--- config.mk ---
export PLATFORM = sky130hd
export DESIGN_NAME = rx_header_parser
export DESIGN_NICKNAME = d
export VERILOG_FILES = /design/src/rtl/rdma_hdr_pkg.sv /design/src/rtl/sat_counter16.sv /design/src/rtl/rx_header_parser.sv
export SDC_FILE = /design/constraint.sdc
export NUM_CORES = 1
export LEC_CHECK = 0
export CAP_MARGIN = 10
export CELL_PAD_IN_SITES_DETAIL_PLACEMENT = 1
export CELL_PAD_IN_SITES_GLOBAL_PLACEMENT = 2
export CORE_MARGIN = 2
export CORE_UTILIZATION = 25
export CTS_CLUSTER_SIZE = 10
export DETAILED_ROUTE_END_ITERATION = 8
export GPL_ROUTABILITY_DRIVEN = 1
export PLACE_DENSITY_LB_ADDON = 0.1
export SLEW_MARGIN = 20
export SYNTH_ARGS = -nofsm -noshare
export SYNTH_HDL_FRONTEND = slang
export SYNTH_SLANG_ARGS = --single-unit
--- constraint.sdc ---
create_clock -name aclk -period 3 [get_ports aclk]
set_clock_uncertainty 0.1 [all_clocks]
set_input_delay 0.6 -clock aclk [delete_from_list [all_inputs] [get_ports aclk]]
set_output_delay 0.6 -clock aclk [all_outputs]
set_load 0.02 [all_outputs]
--- src/rtl/rdma_hdr_pkg.sv ---
`default_nettype none
// ----------------------------------------------------------------------------
// rdma_hdr_pkg : RDMA header layout shared by the RX parser and TX inserter.
// Revision 1.0
// ----------------------------------------------------------------------------
package rdma_hdr_pkg;

  localparam int          HDR_BEATS  = 7;
  localparam logic [23:0] HDR_MARKER = 24'hABABAB;

  localparam int OPCODE_W = 8;
  localparam int PSN_W    = 24;
  localparam int QP_W     = 24;
  localparam int ADDR_W   = 32;
  localparam int FRAG_W   = 16;
  localparam int LEN_W    = 32;
  localparam int PKEY_W   = 16;
  localparam int SL_W     = 8;

  typedef enum logic [1:0] {
    ST_HEADER  = 2'd0,
    ST_HDR_OUT = 2'd1,
    ST_PAYLOAD = 2'd2,
    ST_DROP    = 2'd3
  } rx_state_t;

  // The last header beat carries the marker in its upper three bytes.
  function automatic logic marker_ok(input logic [31:0] beat);
    return beat[31:8] == HDR_MARKER;
  endfunction

endpackage
`default_nettype wire

--- src/rtl/sat_counter16.sv ---
`default_nettype none
// ----------------------------------------------------------------------------
// sat_counter16 : 16-bit event counter that sticks at 16'hFFFF.
// Revision 1.0
// ----------------------------------------------------------------------------
module sat_counter16 (
  input  logic        clk,
  input  logic        rst,
  input  logic        inc,
  output logic [15:0] count
);

  always_ff @(posedge clk) begin
    if (rst) begin
      count <= 16'd0;
    end else if (inc && (count != 16'hFFFF)) begin
      count <= count + 16'd1;
    end
  end

endmodule
`default_nettype wire

--- src/rtl/rx_header_parser.sv ---
`default_nettype none
// ----------------------------------------------------------------------------
// rx_header_parser : strips the RDMA header off an AXI-Stream packet, presents
// the decoded fields and forwards the payload with zero latency.
// Revision 1.0
// ----------------------------------------------------------------------------
module rx_header_parser
  import rdma_hdr_pkg::*;
#(
  parameter int C_AXIS_TDATA_WIDTH = 32,
  parameter int C_AXIS_TKEEP_WIDTH = 4,
  parameter int HEADER_BEATS       = HDR_BEATS
) (
  input  logic                          aclk,
  input  logic                          areset,

  input  logic [C_AXIS_TDATA_WIDTH-1:0] s_axis_tdata,
  input  logic [C_AXIS_TKEEP_WIDTH-1:0] s_axis_tkeep,
  input  logic                          s_axis_tvalid,
  input  logic                          s_axis_tlast,
  output logic                          s_axis_tready,

  output logic [C_AXIS_TDATA_WIDTH-1:0] m_axis_tdata,
  output logic [C_AXIS_TKEEP_WIDTH-1:0] m_axis_tkeep,
  output logic                          m_axis_tvalid,
  output logic                          m_axis_tlast,
  input  logic                          m_axis_tready,

  output logic [OPCODE_W-1:0]           hdr_opcode,
  output logic [PSN_W-1:0]              hdr_psn,
  output logic [QP_W-1:0]               hdr_dest_qp,
  output logic [ADDR_W-1:0]             hdr_remote_addr,
  output logic [FRAG_W-1:0]             hdr_fragment_offset,
  output logic [LEN_W-1:0]              hdr_length,
  output logic [PKEY_W-1:0]             hdr_partition_key,
  output logic [SL_W-1:0]               hdr_service_level,
  output logic                          hdr_valid,
  input  logic                          hdr_ready,

  output logic                          rx_busy,
  output logic                          rx_done,
  output logic                          hdr_err,
  output logic                          len_err,
  output logic [15:0]                   pkt_count,
  output logic [15:0]                   err_count
);

  localparam logic [2:0] LAST_BEAT = 3'(HEADER_BEATS - 1);

  rx_state_t        state;
  rx_state_t        state_next;
  logic [2:0]       beat_cnt;
  logic [LEN_W-1:0] pay_cnt;
  logic             last_on_hdr;
  logic             hdr_accept;
  logic             pay_accept;
  logic             done_next;
  logic             hdr_err_next;
  logic             len_err_next;

  assign hdr_accept = (state == ST_HEADER) && s_axis_tvalid;
  assign pay_accept = (state == ST_PAYLOAD) && s_axis_tvalid && m_axis_tready;

  always_ff @(posedge aclk) begin
    if (areset) begin
      state <= ST_HEADER;
    end else begin
      state <= state_next;
    end
  end

  always_comb begin
    state_next   = state;
    done_next    = 1'b0;
    hdr_err_next = 1'b0;
    len_err_next = 1'b0;
    case (state)
      ST_HEADER: begin
        if (s_axis_tvalid) begin
          if (beat_cnt == LAST_BEAT) begin
            if (marker_ok(s_axis_tdata[31:0])) begin
              state_next = ST_HDR_OUT;
            end else begin
              hdr_err_next = 1'b1;
              state_next   = s_axis_tlast ? ST_HEADER : ST_DROP;
            end
          end else if (s_axis_tlast) begin
            hdr_err_next = 1'b1;
          end
        end
      end
      ST_HDR_OUT: begin
        if (hdr_ready) begin
          if (last_on_hdr) begin
            done_next    = (hdr_length == '0);
            len_err_next = (hdr_length != '0);
            state_next   = ST_HEADER;
          end else begin
            state_next = ST_PAYLOAD;
          end
        end
      end
      ST_PAYLOAD: begin
        if (pay_accept && s_axis_tlast) begin
          done_next    = ((pay_cnt + 32'd1) == hdr_length);
          len_err_next = ((pay_cnt + 32'd1) != hdr_length);
          state_next   = ST_HEADER;
        end
      end
      ST_DROP: begin
        if (s_axis_tvalid && s_axis_tlast) begin
          state_next = ST_HEADER;
        end
      end
      default: state_next = ST_HEADER;
    endcase
  end

  always_comb begin
    s_axis_tready = 1'b1;
    m_axis_tvalid = 1'b0;
    m_axis_tdata  = '0;
    m_axis_tkeep  = '0;
    m_axis_tlast  = 1'b0;
    hdr_valid     = 1'b0;
    case (state)
      ST_HDR_OUT: begin
        s_axis_tready = 1'b0;
        hdr_valid     = 1'b1;
      end
      ST_PAYLOAD: begin
        s_axis_tready = m_axis_tready;
        m_axis_tvalid = s_axis_tvalid;
        m_axis_tdata  = s_axis_tdata;
        m_axis_tkeep  = s_axis_tkeep;
        m_axis_tlast  = s_axis_tlast;
      end
      default: ;
    endcase
  end

  always_ff @(posedge aclk) begin
    if (areset) begin
      beat_cnt            <= 3'd0;
      pay_cnt             <= '0;
      last_on_hdr         <= 1'b0;
      hdr_opcode          <= '0;
      hdr_psn             <= '0;
      hdr_dest_qp         <= '0;
      hdr_remote_addr     <= '0;
      hdr_fragment_offset <= '0;
      hdr_length          <= '0;
      hdr_partition_key   <= '0;
      hdr_service_level   <= '0;
      rx_done             <= 1'b0;
      hdr_err             <= 1'b0;
      len_err             <= 1'b0;
    end else begin
      rx_done <= done_next;
      hdr_err <= hdr_err_next;
      len_err <= len_err_next;

      if (hdr_accept) begin
        // A tlast inside the header aborts it; the next beat restarts at 0.
        if ((beat_cnt == LAST_BEAT) || s_axis_tlast) begin
          beat_cnt <= 3'd0;
        end else begin
          beat_cnt <= beat_cnt + 3'd1;
        end
        case (beat_cnt)
          3'd0: begin
            hdr_psn    <= s_axis_tdata[31:8];
            hdr_opcode <= s_axis_tdata[7:0];
          end
          3'd1: hdr_dest_qp         <= s_axis_tdata[23:0];
          3'd2: hdr_remote_addr     <= s_axis_tdata[31:0];
          3'd3: hdr_fragment_offset <= s_axis_tdata[15:0];
          3'd4: hdr_length          <= s_axis_tdata[31:0];
          3'd5: hdr_partition_key   <= s_axis_tdata[15:0];
          default: begin
            hdr_service_level <= s_axis_tdata[7:0];
            last_on_hdr       <= s_axis_tlast;
          end
        endcase
      end

      if (state == ST_HDR_OUT) begin
        pay_cnt <= '0;
      end else if (pay_accept) begin
        pay_cnt <= pay_cnt + 32'd1;
      end
    end
  end

  assign rx_busy = !((state == ST_HEADER) && (beat_cnt == 3'd0));

  sat_counter16 u_pkt_count (
    .clk   (aclk),
    .rst   (areset),
    .inc   (done_next),
    .count (pkt_count)
  );

  sat_counter16 u_err_count (
    .clk   (aclk),
    .rst   (areset),
    .inc   (hdr_err_next | len_err_next),
    .count (err_count)
  );

endmodule
`default_nettype wire

# Yosys cells after proc, flatten, opt, wreduce, memory -nomap -nowiden
# Cells that the tools add are included.
[word_totals]
inputBits = 42
register_bits = 233
ramBits = 0
out_inout_bits = 236
romBits = 0
latch_bits = 0
n_memories = 0
elab_cells = 95
[classes]
n_reduce_logical = 24
n_eq_ne = 19
addsub = 4
div_mod_pow = 0
n_shift = 0
mul = 0
n_lt_le_gt_ge = 0
n_mux = 29
n_bitwise = 2
[op_table]
columns = ["op", "count"]
rows = [
  ["16-bit by 1-bit adder with 16-bit output, second input constant", 2],
  ["32-bit by 1-bit adder with 32-bit output, second input constant", 1],
  ["32-bit equality test", 1],
  ["32-bit logical NOT", 1],
  ["32-bit 2-to-1 mux", 1],
  ["16-bit inequality test, second input constant", 2],
  ["32-bit inequality test", 1],
  ["32-bit nonzero test", 1],
  ["24-bit equality test, second input constant", 1],
  ["2-bit 2-to-1 mux", 8],
  ["1-bit 2-to-1 mux", 14],
  ["2-bit AND reduction", 7],
  ["3-bit equality test, second input constant", 3],
  ["1-bit logical AND", 8],
  ["2-bit case mux with 4 select lines", 1],
  ["3-bit by 2-bit equality test with 1-bit output, second input constant", 2],
  ["2-bit inequality test, second input constant", 3],
  ["1-bit case mux with 2 select lines", 3],
  ["6-bit OR reduction", 1],
  ["5-bit AND reduction", 1],
  ["2-bit equality test, second input constant", 2],
  ["4-bit 2-to-1 mux", 1],
  ["2-bit by 1-bit inequality test with 1-bit output, second input constant", 2],
  ["3-bit by 1-bit adder with 3-bit output, second input constant", 1],
  ["other kinds (10)", 10],
]

# Logic depth before layout (Yosys ltp)
# Gate-level depths: netlist of the first run.
[logic_depth]
word_depth = 8
depth_mapped = 14
ltp_nobuf = 11

# Hierarchy
# A second synthesis of the first run with hierarchy kept.
[hier_totals]
hier_cells = 1375
area_unflattened_um2 = 10660.2
[by_module_without_submodules]
columns = ["module", "area_per_inst_um2", "seq_area_each_um2", "n_inst", "cells_each"]
rows = [
  ["rx_header_parser", 8963.6, 4023.9, 1, 1177],
  ["sat_counter16", 848.3, 320.3, 2, 99],
]

# Worst setup path after synthesis of the first run
# OpenSTA, ideal clock, no wires.
[synth_timing]
kind = "flip-flop to flip-flop"
start = "reg pay_cnt[0]"
end = "reg u_pkt_count.count[6]"
setup_ns = 0.121
path_buffers = 2
period_less_slack_ns = 3.239
path_stages_with_launch = 14
t_required_ns = 2.779
arrival_time_ns = 3.018
setup_slack_ns = -0.239
path_cell_list = "dfxtp_1 > ha_1 > and3_1 > clkbuf_1 > nand4_1 > xnor2_1 > a2111oi_2 > nand4_1 > nor4_2 > nand2_1 > o21a_1 > buf_6 > nor4b_1 > mux2_2"
[synth_via]
elab_chain_cells = 5
[synth_lines]
columns = ["item", "line_no", "rtl"]
rows = [
  ["start, declared", "rx_header_parser.sv:53", "logic [LEN_W-1:0] pay_cnt;"],
  ["start signal, assigned", "rx_header_parser.sv:190", "pay_cnt <= pay_cnt + 32'd1;"],
  ["32-bit by 1-bit adder with 32-bit output", "rx_header_parser.sv:105", "done_next = ((pay_cnt + 32'd1) == hdr_length);"],
  ["32-bit equality test", "rx_header_parser.sv:105", ""],
  ["1-bit 2-to-1 mux", "rx_header_parser.sv:104", "if (pay_accept && s_axis_tlast) begin"],
  ["1-bit case mux with 2 select lines", "rx_header_parser.sv:77", "case (state)"],
  ["1-bit logical AND", "sat_counter16.sv:16", "end else if (inc && (count != 16'hFFFF)) begin"],
  ["end signal, assigned", "sat_counter16.sv:17", "count <= count + 16'd1;"],
  ["end, declared", "sat_counter16.sv:10", "output logic [15:0] count"],
]
# No other way between the ends.
# A chain may end at the register's enable or synchronous reset.

# Worst setup path after layout of the first run
[layout_timing]
start = "reg pay_cnt[1]"
end = "reg u_pkt_count.count[8]"
# The elaborated chain is that of the path after synthesis.

==> impl_metrics.json, run 1 <==
{
  "final_layout_size_suffix_gt1_frac": 0.191,
  "grt_max_degree": 125,
  "dieWidth_um": 211,
  "cp.arrival_ns": 3.76,
  "critical_path.max_fanout": 5,
  "grtUsageTotal": 0.211,
  "p_per_area_mw_per_mm2": 522,
  "die_h_um": 211,
  "violations": "negative setup slack",
  "cts_hold_buf": 0,
  "hold_viol_final": 0,
  "overflow": 0,
  "max_freq_mhz": 299,
  "gp_congestion": 0.865,
  "async_flop_share": 0,
  "grt_pass1_wl_um": 71800,
  "crit_start": "pay_cnt[1]",
  "rr_worst_depth": 15,
  "syn_nets": 1443,
  "clk_pin_slew_ns": 0.06,
  "rows": 75,
  "ys_types": 59,
  "worstSetupStartpointType": "flop",
  "areaGrowthSynthToFinish_pct": 58.8,
  "cap_violations": 0,
  "syn_inst": 1389,
  "nets": 1858,
  "ys_ff_latch": 233,
  "cts_htree_levels": 1,
  "synth_edf_count": 0,
  "finalWirelength_um": 48100,
  "dpl.hpwl_um": 34800,
  "whs_ns": 0.178,
  "clkSinkCount": 233,
  "wl_per_cell_um": 20.4,
  "worstSetupEndpointType": "flop",
  "multi_input_area_mm2": 0.00604,
  "io_buffers": 277,
  "cts_root_buf": "clkbuf_16",
  "finalPower_uw": 8880,
  "cts_buffer_depth": 3,
  "antenna_found_initial": 4,
  "antenna_left": 0,
  "synthTopCellsByArea": "dfxtp_1 44%, nand2_1 12%, a21oi_1 8.5%",
  "syn-cell-area_mm2": 0.0107,
  "yosys_warnings": 0,
  "drc": 0,
  "rr_endpoint": "u_pkt_count.count[8]",
  "rsz0062_at_grt": "yes",
  "reg2reg_slack_ns": -0.35,
  "first_global_vias": 11700,
  "start_util": 0.254,
  "fill_cells": 4944,
  "fin_ws_ns": -0.346,
  "firstDrtPassIters": 4,
  "dieArea_mm2": 0.0445,
  "status": "finished, violations left",
  "drv_slew": 0,
  "worstMarginPinSlew_ns": 0.713,
  "final_cell_area_mm2": 0.0170,
  "synth_commonest_cells": "355 x nand2_1, 233 x dfxtp_1, 182 x a21oi_1, 98 x clkbuf_1, 81 x nor2_1",
  "synth_top_area_share": 0.435,
  "hold_class": "input pin to flop",
  "placedInstanceArea_mm2": 0.0153,
  "coreArea_mm2": 0.0421,
  "utilization": 0.404,
  "seq_area_frac_synth": 0.435,
  "drt_iter0_drc": 361,
  "crit_type": "flop to flop",
  "r2r-start": "pay_cnt[1]",
  "finalCritPeriodShare": 1.12,
  "clk_latency_ns": 0.57,
  "peakVddDrop_uv": 384,
  "cts_buffers": 29,
  "final-seq-area_mm2": 0.00468,
  "cp-endpoint": "u_pkt_count.count[8]",
  "yosysMostFrequentCell": "nand2_1",
  "vias": 11300,
  "syn_avg_cell_area_um2": 7.71,
  "period_needed_ns": 3.35,
  "synth_ff_type": "dfxtp_1",
  "setup_viol": 32,
  "via_per_inst": 4.80,
  "top_level_ports": 278,
  "worstPathRequired_ns": 3.42,
  "slew_headroom": 0.525,
  "cellLeakagePower_uw": 0.00692,
  "synth_top_area_cell": "dfxtp_1",
  "cts_tree": "built"
}
[state kept, by name, indices dropped and copies added (netlist names), 16 cells and up]
name and count:
hdr_length 32, hdr_fragment_offset 16, hdr_psn 24, u_err_count.count 16, pay_cnt 32, hdr_dest_qp 24, u_pkt_count.count 16, hdr_partition_key 16
hdr_remote_addr 32
[where the power goes]
| part | switching [µW] | internal (µW) |
|---|---|---|
| sequential | 79.4 | 3230 |
| clock | 1380 | 1970 |
| combinational | 1310 | 907 |
[worst min path at each step]
stage | start | to | slack, ns | depth (start not counted)
after floorplan | pay_cnt[31] | pay_cnt[31] | 0.37 | 2
after global placement | hdr_dest_qp[1] | hdr_dest_qp[1] | 0.34 | 2
after detailed placement | hdr_psn[14] | hdr_psn[14] | 0.35 | 2
after CTS | areset | u_pkt_count.count[8] | 0.17 | 2
after global routing | areset | u_pkt_count.count[8] | 0.17 | 2
final | areset | u_pkt_count.count[8] | 0.18 | 2
[routing by layer]
layer / share of wire / GRT usage / up-vias
li1: - / - / 5495
met1: 0.43 / 0.267 / 5492
met2: 0.48 / 0.360 / 262
met3: 0.059 / 0.0471 / 75
met4: 0.026 / 0.0605 / 4
met5: 0.00048 / 0 / -
[placed cells by master (no fill, tap or decap), drive strengths merged, types with 21 or more instances in the layout]
master	netlist	final
nor3	26	26
xnor2	34	34
and2	44	44
inv	20	21
nor2	81	81
a21oi	182	182
xor2	31	31
dfxtp	233	233
clkdlybuf4s50	0	237
nand2	355	355
and3	27	27
clkbuf	98	45
dlymetal6s2s	0	33
nand3	39	39
buf	12	217
o21ai	23	23
[metrics by stage]
stage	setup WS (ns)	cells	setup TNS (ns)
finish	-0.346	2361	-7.61
global route	-0.513	2360	-12.72
floorplan	-0.0170	1389	-0.0655
CTS	-0.324	2357	-6.01
global placement	-0.670	2287	-14.82
detailed placement	-0.642	2287	-15.97
[critical path, stage by stage (launching register included)]
cell,delay (ns)
dfxtp_4,0.37
nand4_1,0.25
buf_4,0.24
nor4_4,0.13
buf_4,0.18
buf_6,0.10
nand3_1,0.11
o21ai_0,0.17
nand3_1,0.12
a211oi_2,0.20
buf_4,0.18
nand2_2,0.06
o21a_4,0.25
clkbuf_16,0.18
or4_4,0.51
a21oi_2,0.11
[repair_timing]
action                                 4_1_cts  5_1_grt
pin swaps                                   27       28
gates resized for setup                     79       91
setup endpoints to repair                   71       67
cloned                                       4        1
endpoints found under the hold margin        0        0
buffers inserted                            19        2
[kinds of logic after synthesis]
group / Yosys count / synth area share
buffers and inverters: 130 / 0.0475
AND/OR/NAND/NOR: 671 / 0.292
adder cells (fa/ha/maj): 12 / 0.0140
flip-flops: 233 / 0.435
AO/OA/AOI/OAI: 251 / 0.131
multiplexers: 27 / 0.0266
XOR/XNOR: 65 / 0.0531
[area by class of cell]
cell class | instances | area share
clock buffers | 44 | 0.0489
flip-flops and latches | 233 | 0.275
multi-input cells | 1026 | 0.355
clock inverters | 3 | 0.00323
diodes | 2 | 0.000294
repair buffers | 494 | 0.274
well taps | 539 | 0.0396
inverters | 20 | 0.00441
(Power assumes the default switching activity.)
==> inputs of run 2 (changes only) <==
CORE_UTILIZATION = 38   (was 25)
DONT_BUFFER_PORTS = 1   (was not set)
clock period = 4.3 ns   (was 3 ns; I/O delays follow)
==> impl_metrics.json, run 2 (same netlist as run 1, synthesis figures left out) <==
{
  "status": "finished, final reports clean",
  "vias": 9498,
  "cp_slowest_cell": "nor2_1",
  "cp.arrival_ns": 4.30,
  "final_common_cell": "nand2_1",
  "reg_top3": "hdr_length: 32 flops, hdr_remote_addr: 32 flops, pay_cnt: 32 flops",
  "coreArea_mm2": 0.0278,
  "grt_pass1_wl_um": 56000,
  "via_per_inst": 5.49,
  "reg2reg_slack_ns": 0.34,
  "gp_congestion": 0.927,
  "rr_worst_depth": 11,
  "hold_viol_final": 0,
  "cts_root_buf": "clkbuf_16",
  "grt_max_degree": 216,
  "crit_start": "pay_cnt[0]",
  "drc": 0,
  "grtUsageTotal": 0.242,
  "dp_cells": 1685,
  "start_util": 0.386,
  "cp-endpoint": "u_pkt_count.count[4]",
  "clk_pin_slew_ns": 0.06,
  "cellLeakagePower_uw": 0.00417,
  "cap_violations": 0,
  "max_freq_mhz": 252,
  "rows": 61,
  "p_int_uw": 3830,
  "r2r-start": "pay_cnt[0]",
  "layout_common_cells": "355 x nand2_1, 233 x dfxtp_1, 182 x a21oi_1",
  "worstSetupStartpointType": "flop",
  "rsz0062_at_grt": "no",
  "finalCritPeriodShare": 0.922,
  "stdcell_count": 1731,
  "drv_slew": 0,
  "antenna_found_initial": 0,
  "clk_latency_ns": 0.55,
  "peakVddDrop_uv": 316,
  "placedInstanceArea_mm2": 0.0110,
  "period_needed_ns": 3.96,
  "finalWirelength_um": 37300,
  "setup_viol": 0,
  "cp_slowest_stage_delay_ns": 0.54,
  "final_layout_size_suffix_gt1_frac": 0.0658,
  "first_global_vias": 9478,
  "setup_tns_ns": 0,
  "seqPwrFrac": 0.443,
  "io_buffers": 0,
  "drt_iter0_drc": 555,
  "crit_type": "flop to flop",
  "worstPathRequired_ns": 4.64,
  "worstSetupEndpointType": "flop",
  "overflow": 0,
  "p_per_area_mw_per_mm2": 466,
  "combPwrFrac": 0.142,
  "worst_path_dominant_cell_family": "simple AND/OR/NAND/NOR gates",
  "wl_per_cell_um": 21.5,
  "nets": 1392,
  "worst-path-stages": 11,
  "die_h_um": 172,
  "dpl.hpwl_um": 25800,
  "cts_buffers": 29,
  "firstDrtPassIters": 4,
  "finalPower_uw": 5520,
  "hold_class": "input pin to flop",
  "clkSinkCount": 233,
  "dieArea_mm2": 0.0296,
  "cts_hold_buf": 0,
  "dieWidth_um": 172,
  "critPathBufInv": 0,
  "rr_endpoint": "u_pkt_count.count[4]",
  "areaGrowthSynthToFinish_pct": 10.6,
  "antenna_left": 0,
  "final_cell_area_mm2": 0.0118,
  "worstMarginPinSlew_ns": 1.07,
  "diodes": 0,
  "critical_path.max_fanout": 21,
  "crit_chain": "ha_1 -> nand3_1 -> nor2_1 -> mux2i_1 -> nor3_1 -> nand4_1 -> nor4_2 -> nand2_1 -> o21a_2 -> nor4b_1 -> mux2_2",
  "slew_headroom": 0.281,
  "switching_share": 0.306,
  "clkPwrFrac": 0.416,
  "post_cts_buffers": 0,
  "cts_buffer_depth": 3,
  "cts_htree_levels": 1,
  "switchingPower_uw": 1690,
  "top_level_ports": 278,
  "cts_tree": "built"
}
[run 2: power groups by stage]
stage / combinational [µW] / sequential, µW / clock [µW]
4_1_cts: 787 / 2450 / 2350
3_3_place_gp: 769 / 2490 / 0
2_1_floorplan: 663 / 2460 / 0
5_1_grt: 876 / 2450 / 2440
3_5_place_dp: 785 / 2490 / 0
6_report: 782 / 2440 / 2290
[run 2: area by class of cell]
class / instances / area (µm²)
clock buffer: 42 / 815
clock inverter: 4 / 60.1
fill: 3422 / 15900
inverter: 20 / 75.1
multi-input combinational: 1026 / 5550
sequential: 233 / 4660
tap: 378 / 473
timing repair buffer: 28 / 210
[run 2: timing repair]
| action | 4_1_cts | 5_1_grt |
|---|---|---|
| endpoints found under the hold margin | 0 | 0 |
| setup endpoints to repair | 0 | 7 |
| resized for setup | 0 | 1 |
[run 2: routing by layer]
layer / wire, µm / track usage / vias up / share of wire
li1: - / - / 4555 / -
met1: 15700 / 0.301 / 4600 / 0.42
met2: 17600 / 0.414 / 292 / 0.47
met3: 3150 / 0.0689 / 51 / 0.085
met4: 858 / 0.0614 / 0 / 0.023
met5: 0 / 0 / - / 0
[run 2: worst min path at each step]
stage | start | end | slack, ns | cells past startpoint
detailed placement | pay_cnt[31] | pay_cnt[31] | 0.40 | 2
finish | areset | u_err_count.count[2] | 0.33 | 1
floorplan | pay_cnt[31] | pay_cnt[31] | 0.37 | 2
global placement | pay_cnt[31] | pay_cnt[31] | 0.39 | 2
global route | areset | u_err_count.count[10] | 0.32 | 1
CTS | areset | u_err_count.count[15] | 0.27 | 1
[run 2: worst reg2reg max path, cell delays in order (launching register included)]
cell	delay (ns)
dfxtp_1	0.44
ha_1	0.29
nand3_1	0.30
nor2_1	0.54
mux2i_1	0.14
nor3_1	0.22
nand4_1	0.16
nor4_2	0.36
nand2_1	0.16
o21a_2	0.37
nor4b_1	0.40
mux2_2	0.38
[run 2: stage by stage]
stage | setup WS (ns) | util | hold slack [ns]
finish | 0.337 | 0.426 | 0.335
global route | 0.0140 | 0.426 | 0.315
CTS | 0.252 | 0.426 | 0.271
detailed placement | 0.267 | 0.395 | 0.401
global placement | 0.363 | 0.395 | 0.385
floorplan | 1.06 | - | 0.370
==> inputs of run 3 (changes only) <==
CAP_MARGIN = 20   (was 10)
==> results of run 3 <==
Same layout as run 2: the final DEF is identical, and so are final timing and power.
